===== src/rtl/seq_det_1011_pkg.sv =====
// Shared types and constants for the 1011 sequence detector and its counter.
package seq_det_1011_pkg;

  typedef enum logic [2:0] {
    S0 = 3'd0,
    S1 = 3'd1,
    S2 = 3'd2,
    S3 = 3'd3,
    S4 = 3'd4
  } state_t;

  // Pattern bits, MSB is the first bit received.
  localparam logic [3:0] PATTERN = 4'b1011;

endpackage


===== src/rtl/seq_det_1011_sat_counter.sv =====
// Saturating up-counter with a sticky overflow flag and synchronous clear.
module sat_counter #(
  parameter int CNT_W = 4
) (
  input  logic             Clock,
  input  logic             Reset,
  input  logic             Clr,
  input  logic             Inc,
  output logic [CNT_W-1:0] Count,
  output logic             Overflow
);

  always_ff @(posedge Clock or negedge Reset) begin
    if (!Reset) begin
      Count    <= '0;
      Overflow <= 1'b0;
    end else if (Clr) begin
      Count    <= '0;
      Overflow <= 1'b0;
    end else if (Inc) begin
      if (Count == '1) Overflow <= 1'b1;
      else             Count    <= Count + 1'b1;
    end
  end

endmodule


===== src/rtl/seq_det_1011.sv =====
// Overlapping Moore detector for 1-0-1-1 on a gated serial stream, with a
// saturating detection counter.
module seq_det_1011
  import seq_det_1011_pkg::*;
#(
  parameter int CNT_W = 4
) (
  input  logic             Clock,
  input  logic             Reset,
  input  logic             Din,
  input  logic             En,
  input  logic             Clr,
  output logic             Detect,
  output logic [CNT_W-1:0] Count,
  output logic             Overflow
);

  state_t state, next;
  logic   inc;

  always_ff @(posedge Clock or negedge Reset) begin
    if (!Reset) state <= S0;
    else        state <= next;
  end

  always_comb begin
    next = state;
    unique case (state)
      S0: if (En) next = (Din == PATTERN[3]) ? S1 : S0;
      S1: if (En) next = (Din == PATTERN[2]) ? S2 : S1;
      S2: if (En) next = (Din == PATTERN[1]) ? S3 : S0;
      S3: if (En) next = (Din == PATTERN[0]) ? S4 : S2;
      S4: if (En) next = Din ? S1 : S2;
      // Illegal codes recover even while sampling is disabled.
      default: next = S0;
    endcase
  end

  // S4 cannot re-enter itself, so En plus next==S4 marks a fresh entry.
  assign inc    = En && (next == S4);
  assign Detect = (state == S4);

  sat_counter #(.CNT_W(CNT_W)) u_cnt (
    .Clock    (Clock),
    .Reset    (Reset),
    .Clr      (Clr),
    .Inc      (inc),
    .Count    (Count),
    .Overflow (Overflow)
  );

endmodule


===== config.mk =====
export PLATFORM = sky130hd
export DESIGN_NAME = seq_det_1011
export DESIGN_NICKNAME = d
export VERILOG_FILES = /design/src/rtl/seq_det_1011_pkg.sv /design/src/rtl/seq_det_1011_sat_counter.sv /design/src/rtl/seq_det_1011.sv
export SDC_FILE = /design/constraint.sdc
export NUM_CORES = 1
export LEC_CHECK = 0
export ABC_AREA = 1
export CAP_MARGIN = 20
export CORE_AREA = 2 2 39 41
export CTS_CLUSTER_SIZE = 8
export DETAILED_ROUTE_END_ITERATION = 16
export DIE_AREA = 0 0 41 43
export SLEW_MARGIN = 5
export SYNTH_ARGS = -nofsm -noshare
export SYNTH_HDL_FRONTEND = slang
export SYNTH_SLANG_ARGS = --single-unit

===== constraint.sdc =====
create_clock -name Clock -period 1.3 [get_ports Clock]
set_input_delay 0.39 -clock Clock [delete_from_list [all_inputs] [get_ports Clock]]
set_output_delay 0.39 -clock Clock [all_outputs]
set_load 0.02 [all_outputs]

==> metrics.md, run 1 <==
| Metric | Value |
|---|---|
| Outcome | `finished, violations left` |
| Failing checks | `negative setup slack` |
| Vias in the first global route | `444` |
| Syn Nets | `65` |
| Crit start category | `flip-flop` |
| Layout Cells excl Fill | `98` |
| Most frequent cells after synthesis | `nand2_1 (13), dfrtp_1 (8), nand3_1 (8), inv_1 (6)` |
| Remaining global-route overflow | `0` |
| Die area | `1760 um^2` |
| Largest net degree at the start of global routing | `9` |
| Crit path buf inv count | `1` |
| Layout cells sized above 1 | `35.4%` |
| Synth cell types | `20` |
| Final HPWL DP | `770 um` |
| GR Util met3 | `3.14%` |
| Mapped Area | `479 um^2` |
| # IOs | `11` |
| Final hold violation count | `0` |
| GR Util met1 | `16.6%` |
| Hold Path Class | `input pin to async pin` |
| Post-Syn Instances | `59` |
| CP Capture Type | `primary output` |
| GR Util All Layers | `14.4%` |
| Final ANT Viol Nets | `0` |
| Critical path's slowest cell | `dfrtp_1` |
| Ys flop type | `dfrtp_1` |
| Synthesis-to-finish area growth | `43.6%` |
| Max-cap violation count | `0` |
| Clock latency on the worst-skew pair | `250 ps` |
| WS Path Type | `flip-flop to primary output` |
| Synth warnings | `0` |
| Unrepaired setup endpoints after global routing | `true` |
| First-pass GRT wire length | `1.70 mm` |
| Fill cells | `138` |
| Die W | `41 um` |
| CP peak stage delay | `380 ps` |
| Nets@finish | `90` |
| Register bit total from synthesis | `8` |
| Worst EP required | `910 ps` |
| Vias post-DR | `462` |
| Most common cell in the netlist | `nand2_1` |
| Placed insts | `95` |
| Relative slew slack | `75.7%` |
| Post-route DRC violation count | `0` |
| Crit path max-delay family | `flip-flops` |
| GP Congestion | `0.751` |
| Initial antenna violation count | `0` |
| Fmax | `746 MHz` |
| CTS clk-pin slew, worst paths | `50 ps` |
| TritonCTS clock tree | `done` |
| Inserted Clock Buffers | `3` |
| EDFF count, synth | `0` |
| VDD IR max | `532 uV` |
| CTS H-tree depth | `1` |
| Sink Count | `8` |
| Clock Path Buffers | `2` |
| P_leak | `0.360 nW` |
| Pwr dens | `1220 nW/um^2` |
| Synth area leader | `dfrtp_1` |
| Final min period | `1340 ps` |
| GRT Max-Usage Layer | `met2` |
| Slew @ Worst Pin | `364 ps` |
| Pre-CTS WS | `-234 ps` |
| Fin crit share | `103%` |
| Final setup violation count | `1` |
| Skew final | `2.44 ps` |
| Seq/Total Area, Yosys | `41.8%` |
| Worst-path cell chain | `nor3_2 > buf_4` |
| Final worst-path setup slack | `-39.7 ps` |
| ANT cells | `0` |
| Met2 GRT Util | `23.1%` |
| Core Region | `1380 um^2` |
| CP Max Fanout | `2` |
| Starting Density | `34.6%` |
| Final Max Slew Viols | `0` |
| Row count | `14` |
| Number of vias per cell | `4.71` |
| Yosys top cell area share | `41.8%` |
| Routed WL | `1.01 mm` |
| CTS root buf | `clkbuf_4` |
| Syn avg cell area | `8.12 um^2` |
| # port buffers | `10` |
| WL per Instance | `10.3 um` |
| DRT iter0 DRCs | `12` |
| Die H | `43 um` |
| Crit path arrival time | `950 ps` |
| Synth top area cells | `dfrtp_1 (42%), nand2_1 (10%), nand3_1 (8.4%), inv_1 (4.7%), a21oi_1 (4.2%)` |
| Async set-reset flop share out of synthesis | `100%` |
| First-pass iteration count of the detailed router | `4` |
## per-layer routing
metal / vias up / share of wire, %
li1: 242 / -
met5: - / 0
met3: 2 / 3.5
met4: 0 / 0.40
met1: 209 / 43
met2: 9 / 53
## sequential cells by signal, indices dropped and copies added (netlist names)
signal / count
u_cnt.Count: 4
u_cnt.Overflow: 1
state: 3
## power by group
group          internal (mW)  switching, mW  leakage, nW  total [mW]
Combinational          0.157          0.180        0.240       0.337
Clock                  0.105         0.0805       0.0138       0.186
Sequential             0.292         0.0251        0.107       0.317
Total                  0.554          0.286        0.360       0.839
## final cells by class
cell class              instances  area [um^2]  share of cell area [%]
multi-input cells              42          243                    35.3
flip-flops and latches          8          200                    29.1
repair buffers                 20          154                    22.4
inverters                       9         48.8                    7.09
clock buffers                   3         22.5                    3.27
well taps                      16         20.0                    2.91
## what timing repair did
| item | 4_1_cts | 5_1_grt |
|---|---|---|
| hold buffers | 0 | 0 |
| setup endpoints to repair | 7 | 9 |
| pin swaps | 0 | 1 |
| setup buffers | 0 | 0 |
| cloned | 0 | 0 |
| gates resized for setup | 21 | 5 |
## path summary, 6_finish.rpt
kind / to / depth (start not counted) / slack [ps] / from
min reg2reg: u_cnt.Overflow$_DFFE_PN0P_ / 2 / 510 / u_cnt.Overflow$_DFFE_PN0P_
max in group asynchronous: state[2]$_DFF_PN0_ / 1 / 620 / Reset
min: u_cnt.Count[3]$_DFFE_PN0P_ / 1 / 420 / Reset
min in group Clock: u_cnt.Overflow$_DFFE_PN0P_ / 2 / 510 / u_cnt.Overflow$_DFFE_PN0P_
max reg2reg: u_cnt.Count[0]$_DFFE_PN0P_ / 6 / 110 / u_cnt.Count[0]$_DFFE_PN0P_
max: Detect / 2 / -40 / state[0]$_DFF_PN0_
## cell usage in the layout (no fill, tap or decap), drive strengths merged
master         instances
a21oi                  4
buf                   15
bufinv                 1
clkbuf                 3
clkdlybuf4s15          1
clkdlybuf4s50          4
clkinv                 1
dfrtp                  8
ha                     1
inv                    7
nand2                 15
nand3                  9
nand3b                 1
nand4                  2
nor2                   5
nor3                   1
o211ai                 1
o21ai                  1
o22ai                  1
xor2                   1
## through the flow
stage | setup TNS (ps) | util [%] | area, um^2 | total power, mW | hold slack (ps)
6_report | -39.7 | 49.7 | 688 | 0.839 | 417
3_5_place_dp | -1200 | 49.1 | 679 | 0.666 | 509
5_1_grt | -93.9 | 49.7 | 688 | 0.904 | 454
4_1_cts | -46.9 | 51.4 | 711 | 0.852 | 429
2_1_floorplan | 0 | - | 484 | 0.516 | 94.4
3_3_place_gp | -1190 | 49.1 | 679 | 0.664 | 507
## worst reg2reg max path, stage by stage, from the launching register on
cell and delay, ps:
dfrtp_1 370, buf_4 150, ha_2 200, nand3_2 100, nand3_4 110, nand3_1 90
nand2_1 60
## cell families after synthesis
| kind of cell | count (synthesis) | share of synthesized area, % |
|---|---|---|
| and+or+nand+nor | 33 | 35.5 |
| buffers and inverters | 9 | 10.2 |
| DFF | 8 | 41.8 |
| AOI/OAI and AO/OA | 7 | 8.09 |
| xor gates and xnor gates | 1 | 1.83 |
| adders and majority gates | 1 | 2.61 |
Power figures use the tool's default switching activity.
==> run 2, diff against run 1 <==
--- a/config.mk
+++ b/config.mk
@@ -8,9 +8,11 @@
 export ABC_AREA = 1
 export CAP_MARGIN = 20
 export CORE_AREA = 2 2 39 41
+export CTS_BUF_LIST = sky130_fd_sc_hd__clkbuf_16
 export CTS_CLUSTER_SIZE = 8
 export DETAILED_ROUTE_END_ITERATION = 16
 export DIE_AREA = 0 0 41 43
+export HOLD_SLACK_MARGIN = 0.03
 export SLEW_MARGIN = 5
 export SYNTH_ARGS = -nofsm -noshare
 export SYNTH_HDL_FRONTEND = slang
==> run 2 against run 1 <==
The flow still finishes with violations (negative setup slack). Worst setup slack improved by 26 ps. Clock power rose to 2.8 times the previous value. Clock skew barely moved. Sequential share of layout area fell by 2.0 points. First-iteration DRC count fell by 58%. Clock-buffer cell count did not move. Global-route usage rose by 1.1 points.
==> metrics.md, run 2 (same netlist as run 1, synthesis figures left out) <==
| Metric | Value |
|---|---|
| Worst EP required | `910 ps (about the same)` |
| Inserted Clock Buffers | `3 (unchanged)` |
| Most flop-heavy register | `u_cnt.Count` |
| R2r setup slk | `110 ps (about the same)` |
| Sink Count | `8 (unchanged)` |
| Most common cell after layout, fill and taps aside | `nand2_1` |
| Number of vias per cell | `4.76 (+0.87%)` |
| FF+latch area | `200 um^2 (unchanged)` |
| CTS H-tree depth | `1 (unchanged)` |
| Outcome | `finished, violations left` |
| Vias in the first global route | `483 (+8.8%)` |
| TritonCTS clock tree | `done` |
| Multi-input logic area | `243 um^2 (unchanged)` |
| Slew @ Worst Pin | `361 ps (-2.24 ps)` |
| Die W | `41 um (unchanged)` |
| Synthesis-to-finish area growth | `54.3%` |
| Final setup violation count | `1 (unchanged)` |
| Nets@finish | `90 (unchanged)` |
| Final ANT Viol Nets | `0 (unchanged)` |
| Hold Path Class | `input pin to async pin` |
| Largest net degree at the start of global routing | `9 (unchanged)` |
| Cts hold-fix bufs | `0 (unchanged)` |
| Die H | `43 um (unchanged)` |
| Fill cells | `136 (-1.4%)` |
| P_leak | `0.380 nW (+5.3%)` |
| Pre-CTS WS | `-234 ps (unchanged)` |
| Largest register FFs | `4 (unchanged)` |
| Final Max Slew Viols | `0 (unchanged)` |
| Sum Neg Setup Slack | `-14.1 ps (+25.6 ps)` |
| Crit start category | `flip-flop` |
| R2r worst-path depth | `7 (+1)` |
| CP Max Fanout | `2 (unchanged)` |
| Die area | `1760 um^2 (unchanged)` |
| Total power | `1.17 mW (+39%)` |
| Final worst-path setup slack | `-14.1 ps (+25.6 ps)` |
| Initial antenna violation count | `0 (unchanged)` |
| Max-cap violation count | `0 (unchanged)` |
| Most frequent cells in the layout | `nand2_1 (13), buf_4 (11), dfrtp_1 (8)` |
| CP Capture Type | `primary output` |
| Critical path's slowest cell | `dfrtp_1` |
| Final HPWL DP | `770 um (unchanged)` |
| Worst Setup SP | `state[0]$_DFF_PN0_` |
| # IOs | `11 (unchanged)` |
| First-pass GRT wire length | `1.80 mm (+6.1%)` |
| Starting Density | `34.6% (unchanged)` |
| Worst-path cell chain | `nor3_2 > buf_4` |
| Clock latency on the worst-skew pair | `230 ps (-20 ps)` |
| Post-route DRC violation count | `0 (unchanged)` |
| Failing checks | `negative setup slack` |
| Clock Path Buffers | `2 (unchanged)` |
| Unrepaired setup endpoints after global routing | `true` |
| Final min period | `1310 ps (-25.6 ps)` |
| CTS clk-pin slew, worst paths | `40 ps (about the same)` |
| Crit path arrival time | `920 ps (-30 ps)` |
| Top flop regs | `u_cnt.Count: 4 flops, state: 3 flops, u_cnt.Overflow: 1 flops` |
| WS Path Type | `flip-flop to primary output` |
| Remaining global-route overflow | `0 (unchanged)` |
| ANT cells | `0 (unchanged)` |
| GR Util All Layers | `15.5% (+1.1 points)` |
| DRT iter0 DRCs | `5 (-7)` |
| GP Congestion | `0.751 (unchanged)` |
| # port buffers | `10 (unchanged)` |
| Final hold violation count | `0 (unchanged)` |
| Worst r2r src | `u_cnt.Count[0]$_DFFE_PN0P_` |
| Fmax | `761 MHz (+1.9%)` |
| CP Capture Point | `Detect` |
| FF-to-FF End | `u_cnt.Count[1]$_DFFE_PN0P_` |
| Pwr dens | `1580 nW/um^2 (+30%)` |
| First-pass iteration count of the detailed router | `3 (-1)` |
| CTS root buf | `clkbuf_16` |
| VDD IR max | `856 uV (+61%)` |
| CP peak stage delay | `370 ps (about the same)` |
| Vias post-DR | `466 (+0.87%)` |
| Core Region | `1380 um^2 (unchanged)` |
| Post-CTS setup buffer count | `0 (unchanged)` |
| Row count | `14 (unchanged)` |
| Layout cells sized above 1 | `35.4% (unchanged)` |
| Fin crit share | `101% (-2.0 points)` |
| Core Util, Final | `53.4% (+3.7 points)` |
| Routed WL | `1.03 mm (+1.8%)` |
| Skew final | `2.48 ps (+0.0426 ps)` |
| Relative slew slack | `75.8% (+0.15 points)` |
| WL per Instance | `10.5 um (+1.8%)` |
run 2: through the flow:
step	hold slack [ps]	area (um^2)	cells
final	441	739	98
after global routing	491	739	98
after CTS	461	752	98
after detailed placement	509	679	95
after global placement	507	679	95
after floorplan	94.4	484	59
run 2: how the worst min path moves through the flow:
stage               slack (ps)                       start                          to  cells after the start
global placement           510  u_cnt.Overflow$_DFFE_PN0P_  u_cnt.Overflow$_DFFE_PN0P_                      2
finish                     440                       Reset  u_cnt.Count[3]$_DFFE_PN0P_                      1
detailed placement         510  u_cnt.Overflow$_DFFE_PN0P_  u_cnt.Overflow$_DFFE_PN0P_                      2
CTS                        460                       Reset  u_cnt.Count[3]$_DFFE_PN0P_                      1
floorplan                   90                       Reset          state[0]$_DFF_PN0_                      0
global route               490                       Reset  u_cnt.Count[3]$_DFFE_PN0P_                      1
run 2: cell type report:
class,instances,share of cell area (%)
well taps,16,2.71
repair buffers,20,20.6
flip-flops and latches,8,27.1
multi-input cells,42,32.8
inverters,9,6.60
clock buffers,3,10.2
run 2: metal layers:
layer	up-vias	GRT usage (%)	share of wire, %
met5	-	0	0
met4	0	10.0	1.1
met3	2	3.14	3.8
met2	7	25.3	52
met1	213	16.9	43
li1	244	-	-
run 2: power by group:
| part | switching (mW) | internal, mW |
|---|---|---|
| combinational | 0.181 | 0.157 |
| clock | 0.115 | 0.396 |
| sequential | 0.0254 | 0.293 |
run 2: what timing repair did:
action,4_1_cts,5_1_grt
pin swaps,0,1
endpoints found under the setup margin,6,10
gates resized for setup,15,7
run 2: worst max-delay path: cells and delay by family (launching register included):
family        cells  cell delay [ps]
simple gates      1              170
flops             1              370
buf+inv           1              160
==> run 3, diff against run 2 <==
--- a/config.mk
+++ b/config.mk
@@ -13,7 +13,6 @@
 export DETAILED_ROUTE_END_ITERATION = 16
 export DIE_AREA = 0 0 41 43
 export HOLD_SLACK_MARGIN = 0.03
-export SLEW_MARGIN = 5
 export SYNTH_ARGS = -nofsm -noshare
 export SYNTH_HDL_FRONTEND = slang
 export SYNTH_SLANG_ARGS = --single-unit
==> results of run 3 <==
Final layout, timing and power as in run 2 (identical DEF).
